`src/rtl/regfile_param_if.sv`:
```
// Bus bundle between the datapath (master) and the register file (slave):
// write port, two read ports and the bulk-clear handshake.
interface regfile_param_if #(
    parameter int WIDTH = 64,
    parameter int DEPTH = 32
);
    localparam int AW = $clog2(DEPTH);

    logic             writeEnable;
    logic [AW-1:0]    writeAddr;
    logic [WIDTH-1:0] writeData;
    logic [WIDTH/8-1:0] byteEnable;
    logic [AW-1:0]    readAddrA;
    logic [WIDTH-1:0] readDataA;
    logic [AW-1:0]    readAddrB;
    logic [WIDTH-1:0] readDataB;
    logic             clearReq;
    logic             busy;

    modport master (
        output writeEnable, writeAddr, writeData, byteEnable,
        output readAddrA, readAddrB, clearReq,
        input  readDataA, readDataB, busy
    );

    modport slave (
        input  writeEnable, writeAddr, writeData, byteEnable,
        input  readAddrA, readAddrB, clearReq,
        output readDataA, readDataB, busy
    );
endinterface

```
`src/rtl/regfile_param.sv`:
```
// Parametrised 2-read/1-write register file with byte-masked writes, optional zero register
// and a sequenced bulk-clear engine. Define REGFILE_BYPASS_EN for same-cycle write forwarding.
module regfile_param #(
    parameter int WIDTH    = 64,
    parameter int DEPTH    = 32,
    parameter bit ZERO_EN  = 1'b1,
    parameter int ZERO_IDX = DEPTH - 1
) (
    input logic clk,
    input logic reset,
    regfile_param_if.slave bus
);
    localparam int AW = $clog2(DEPTH);
    localparam int NB = WIDTH / 8;
    localparam logic [AW-1:0] ZIDX = AW'(ZERO_IDX);
    localparam logic [AW-1:0] LAST = AW'(DEPTH - 1);

    typedef enum logic {IDLE, CLEAR} state_t;

    state_t           state;
    logic [AW-1:0]    clearPtr;
    logic             busyReg;
    logic [WIDTH-1:0] mem [DEPTH];
    logic [WIDTH-1:0] writeMask;
    logic             writeHit;
    logic [WIDTH-1:0] readA;
    logic [WIDTH-1:0] readB;

    always_comb begin
        writeMask = '0;
        for (int k = 0; k < NB; k++) begin
            writeMask[8*k +: 8] = {8{bus.byteEnable[k]}};
        end
    end

    // Writes are only honoured while idle, and never land on the hardwired zero entry.
    assign writeHit = bus.writeEnable && (state == IDLE)
                      && !(ZERO_EN && (bus.writeAddr == ZIDX));

    always_ff @(posedge clk) begin
        if (reset) begin
            for (int i = 0; i < DEPTH; i++) begin
                mem[i] <= '0;
            end
            state    <= IDLE;
            clearPtr <= '0;
            busyReg  <= 1'b0;
        end else begin
            case (state)
                IDLE: begin
                    if (writeHit) begin
                        mem[bus.writeAddr] <= (mem[bus.writeAddr] & ~writeMask)
                                              | (bus.writeData & writeMask);
                    end
                    if (bus.clearReq) begin
                        state    <= CLEAR;
                        clearPtr <= '0;
                        busyReg  <= 1'b1;
                    end
                end
                CLEAR: begin
                    mem[clearPtr] <= '0;
                    clearPtr      <= clearPtr + AW'(1);
                    if (clearPtr == LAST) begin
                        state   <= IDLE;
                        busyReg <= 1'b0;
                    end
                end
                default: begin
                    state   <= IDLE;
                    busyReg <= 1'b0;
                end
            endcase
        end
    end

    // Zero-register override is applied last so forwarding can never leak into it.
    always_comb begin
        readA = mem[bus.readAddrA];
`ifdef REGFILE_BYPASS_EN
        if (writeHit && (bus.readAddrA == bus.writeAddr)) begin
            readA = (readA & ~writeMask) | (bus.writeData & writeMask);
        end
`endif
        if (ZERO_EN && (bus.readAddrA == ZIDX)) begin
            readA = '0;
        end
    end

    always_comb begin
        readB = mem[bus.readAddrB];
`ifdef REGFILE_BYPASS_EN
        if (writeHit && (bus.readAddrB == bus.writeAddr)) begin
            readB = (readB & ~writeMask) | (bus.writeData & writeMask);
        end
`endif
        if (ZERO_EN && (bus.readAddrB == ZIDX)) begin
            readB = '0;
        end
    end

    assign bus.readDataA = readA;
    assign bus.readDataB = readB;
    assign bus.busy      = busyReg;
endmodule

```
`src/flat_wrapper.sv`:
```
// flat-port wrapper written by rule: the top's interface ports become plain ports
module regfile_param_flat 
#(
    parameter int WIDTH    = 64,
    parameter int DEPTH    = 32,
    parameter bit ZERO_EN  = 1'b1,
    parameter int ZERO_IDX = DEPTH - 1
)
  (clk, reset, bus_writeEnable, bus_writeAddr, bus_writeData, bus_byteEnable, bus_readAddrA, bus_readAddrB, bus_clearReq, bus_readDataA, bus_readDataB, bus_busy);
  regfile_param_if #(.WIDTH(WIDTH), .DEPTH(DEPTH)) bus_i ();
  input logic clk;
  input logic reset;
  input wire logic [$bits(bus_i.writeEnable)-1:0] bus_writeEnable;
  input wire logic [$bits(bus_i.writeAddr)-1:0] bus_writeAddr;
  input wire logic [$bits(bus_i.writeData)-1:0] bus_writeData;
  input wire logic [$bits(bus_i.byteEnable)-1:0] bus_byteEnable;
  input wire logic [$bits(bus_i.readAddrA)-1:0] bus_readAddrA;
  input wire logic [$bits(bus_i.readAddrB)-1:0] bus_readAddrB;
  input wire logic [$bits(bus_i.clearReq)-1:0] bus_clearReq;
  output wire logic [$bits(bus_i.readDataA)-1:0] bus_readDataA;
  output wire logic [$bits(bus_i.readDataB)-1:0] bus_readDataB;
  output wire logic [$bits(bus_i.busy)-1:0] bus_busy;
  assign bus_i.writeEnable = bus_writeEnable;
  assign bus_i.writeAddr = bus_writeAddr;
  assign bus_i.writeData = bus_writeData;
  assign bus_i.byteEnable = bus_byteEnable;
  assign bus_i.readAddrA = bus_readAddrA;
  assign bus_i.readAddrB = bus_readAddrB;
  assign bus_i.clearReq = bus_clearReq;
  assign bus_readDataA = bus_i.readDataA;
  assign bus_readDataB = bus_i.readDataB;
  assign bus_busy = bus_i.busy;
  regfile_param #(.WIDTH(WIDTH), .DEPTH(DEPTH), .ZERO_EN(ZERO_EN), .ZERO_IDX(ZERO_IDX)) u_core (.clk(clk), .reset(reset), .bus(bus_i));
endmodule
```
`config.mk`:
```
export PLATFORM = sky130hd
export DESIGN_NAME = regfile_param_flat
export DESIGN_NICKNAME = d
export VERILOG_FILES = /design/src/rtl/regfile_param_if.sv /design/src/rtl/regfile_param.sv /design/src/flat_wrapper.sv
export SDC_FILE = /design/constraint.sdc
export NUM_CORES = 2
export LEC_CHECK = 0
export BUFFER_PORTS_ARGS = -buffer_cell sky130_fd_sc_hd__buf_2
export CAP_MARGIN = 20
export CORE_MARGIN = 5
export CORE_UTILIZATION = 30
export CTS_CLUSTER_SIZE = 30
export DETAILED_ROUTE_END_ITERATION = 10
export PLACE_DENSITY = 0.57
export SLEW_MARGIN = 20
export SYNTH_ARGS = -nofsm -noshare
export SYNTH_HDL_FRONTEND = slang
export SYNTH_SLANG_ARGS = --single-unit
```
`constraint.sdc`:
```
create_clock -name clk -period 3.3 [get_ports clk]
set_input_delay 0.165 -clock clk [delete_from_list [all_inputs] [get_ports clk]]
set_output_delay 0.165 -clock clk [all_outputs]
set_load 0.02 [all_outputs]
```
==> run metrics <==
cell count after synthesis=9,085; class of the most critical hold timing path=in -> reg; setup total negative slack=-74.6 ps; area of the die=0.426 mm^2; startpoint types=register; worst slack, placed=-82.0 ps; final setup violation count=4; path type of the worst setup path=reg -> out; Final period util=1.01; area of all placed cells without fillers=0.145 mm^2; global placer's final weighted congestion=0.916; Critical path buffers and inverters=2; compound-gate portion of the synthesized area=0.0560; Arrival @ worst endpoint=3170 ps; Synth cell types=67; root buffer selected by CTS=sky130_fd_sc_hd__clkbuf_16; ratio of routed vias to standard cells=6.59; detailed placer's ending HPWL=358,000 um; proportion of synthesized area in mux cells=0.312; CTS H-tree depth=4; growth of design area from synthesis to finish=16.9%; overflow left after global routing=0; layout cells sized above 1=0.305; total wire length=593,000 um; total placed instance area=0.137 mm^2; Final WS setup=-35.2 ps; post-synthesis share of cell area spent on full adders, half adders and majority gates=0.000202; per-cell routed wire length=39.6 um; pins over their slew limit=0; clock slew at reported path FFs=60 ps; outcome=finished with violations; syn avg cell area=13.6 um^2; violations in the final reports=negative hold slack, negative setup slack; critical path peak fanout=3; pin count of the biggest net entering global routing=80; worst clock skew=72.0 ps; global-route wire length before repair=799,000 um; fraction of synthesized cell area in xor and xnor cells=0; maximum operating frequency=300 MHz; number of buffers inserted by port buffering=219; post-synthesis register bit count=2,055; Cell Area, Synth=0.124 mm^2; synthesized-area fraction occupied by and/or/nand/nor cells=0.0903; power per cell area=481 mW/mm^2; leakage power of the design=51.5 nW; proportion of synthesized chip area in sequential cells=0.498; gate family responsible for the most delay along the worst path=multiplexers; number of max-cap violations=0; number of design rule violations left after detail routing=0; Core Box Area=0.412 mm^2; number of hold violations in the final report=4; overall fraction of global-route tracks in use=0.268; clock buffers created by TritonCTS=227; worst hold margin=-8.70 ps; die outline height=653 um; transition time at the pin with the least slew margin=1150 ps; Rows=236; final standard cell utilization of the core=0.351; Detail Route Antenna Nets=0; clock latency reported for the late side of the worst-skew pair=950 ps; TritonCTS clock tree=yes; number of global-route vias before repair=96,100; Slew Limit Headroom=0.234; Tmin final=3340 ps; maximum number of buffers from clock root to sink=4; largest family of logic cells by synthesized area=multiplexers; initial antenna violation count=55; via count=98,800; width of the chip=653 um; Crit path largest cell delay=550 ps; Top FF cell, synth=sky130_fd_sc_hd__edfxtp_1; Initial Utilization=0.301; Worst Path Required=3130 ps; CP cell instances=mux4_2 > mux2i_1 > nor2_1 > a2111oi_0 > nor3_1 > buf_4 > buf_2; peak ir drop on the vdd network=0.468 mV; share of flip-flops with an asynchronous set or reset=0; Final #Nets=9,404; setup repair after global routing missed its margin=true; drt initial violations=18,700; Post-synth EDFFs=2,048; filler cell count in the final layout=39,700; number of warnings printed during yosys synthesis=0; CTS sink count=2,055; cell at the slowest stage of the critical path=sky130_fd_sc_hd__a2111oi_0; number of I/O pins=220; sort of element at the end of the critical path=output pin; length of the first detailed-routing pass in iterations=6
-- routing by layer --
layer | track usage | routed length, um
met1 | 0.337 | 200000
met4 | 0.182 | 48400
met3 | 0.0918 | 93100
met5 | 0 | 142
met2 | 0.388 | 252000
-- kinds of logic after synthesis --
logic type | Yosys count
compound gates | 903
fa+ha+maj | 2
simple gates | 2731
mux | 2252
flops | 2055
buf+inv | 1141
other cells | 1
-- power by group --
part	internal [W]	switching, W	total (W)
clock	0.0147	0.0112	0.0259
sequential	0.0298	0.000806	0.0306
combinational	0.00496	0.00822	0.0132
-- path summary, 6_finish.rpt --
path / from / slack (ps) / endpoint / cells past startpoint
worst max-delay path: u_core.mem[4][24] / -40 / bus_readDataB[24] / 7
worst min-delay path: bus_writeData[35] / -9 / u_core.mem[4][35] / 3
worst max register to register: u_core.state / 50 / u_core.mem[29][27] / 9
worst min register to register: u_core.bus.busy / 570 / u_core.bus.busy / 2
-- cell type report --
type / count / area (um^2) / area share
flip-flops and latches: 2055 / 61600 / 0.426
multi-input cells: 5952 / 57900 / 0.400
repair buffers: 991 / 10700 / 0.0741
well taps: 5474 / 6850 / 0.0473
clock buffers: 280 / 6010 / 0.0415
clock inverters: 120 / 1230 / 0.00849
inverters: 84 / 328 / 0.00226
diodes: 41 / 103 / 0.000708
-- what timing repair did --
item / CTS / global route
cloned: 0 / 0
pin swaps: 0 / 1
hold buffers: 11 / 0
setup endpoints to repair: 17 / 16
hold endpoints to repair: 130 / 0
setup buffers: 7 / 1
gates resized for setup: 25 / 18
-- registers in the layout, summed over array words and instances, names as in the netlist --
| name | count |
|---|---|
| u_core.clearPtr | 5 |
| u_core.state | 1 |
| u_core.bus.busy | 1 |
| u_core.mem | 2048 |
-- Yosys cell counts (all sizes together), types with 22 or more instances --
cell type	n	area, um^2
a32o	39	390
mux4	1273	28700
nor3	315	1580
edfxtp	2048	61500
a211oi	95	713
a21o	24	180
buf	608	3420
o221ai	74	648
o22ai	165	1180
nand2	264	993
nor2	1930	7250
a21oi	144	724
nand3	42	210
nand2b	52	325
inv	83	312
o21ai	22	110
mux2	159	1790
clkbuf	449	1690
a22oi	89	668
a2111oi	91	797
mux2i	820	8210
a31oi	27	169
nor2b	100	626
-- per-stage QoR --
step	instances	total power [W]
floorplan	9148	0.0381
global placement	14500	0.0435
detailed placement	14500	0.0438
CTS	15000	0.0692
global route	15000	0.0709
finish	15000	0.0696
-- worst reg2reg max path, stage by stage, from the launching register on --
cell and delay [ps]:
sky130_fd_sc_hd__dfxtp_1 340, sky130_fd_sc_hd__buf_4 210, sky130_fd_sc_hd__nor2b_4 170, sky130_fd_sc_hd__buf_12 210, sky130_fd_sc_hd__nor2_4 910, sky130_fd_sc_hd__buf_4 450
sky130_fd_sc_hd__nand3_1 130, sky130_fd_sc_hd__a32o_1 280, sky130_fd_sc_hd__buf_4 240, sky130_fd_sc_hd__nor2_1 140
-- placed cells by master (no fill, tap or decap), drive strengths merged, types with 144 or more instances in the layout --
cell type  instances
nor3             315
a21oi            144
mux2i            820
mux2             159
buf              978
clkbuf           282
nor2            1930
nand2            264
mux4            1273
o22ai            165
edfxtp          2048
Power figures use the tool's default switching activity.
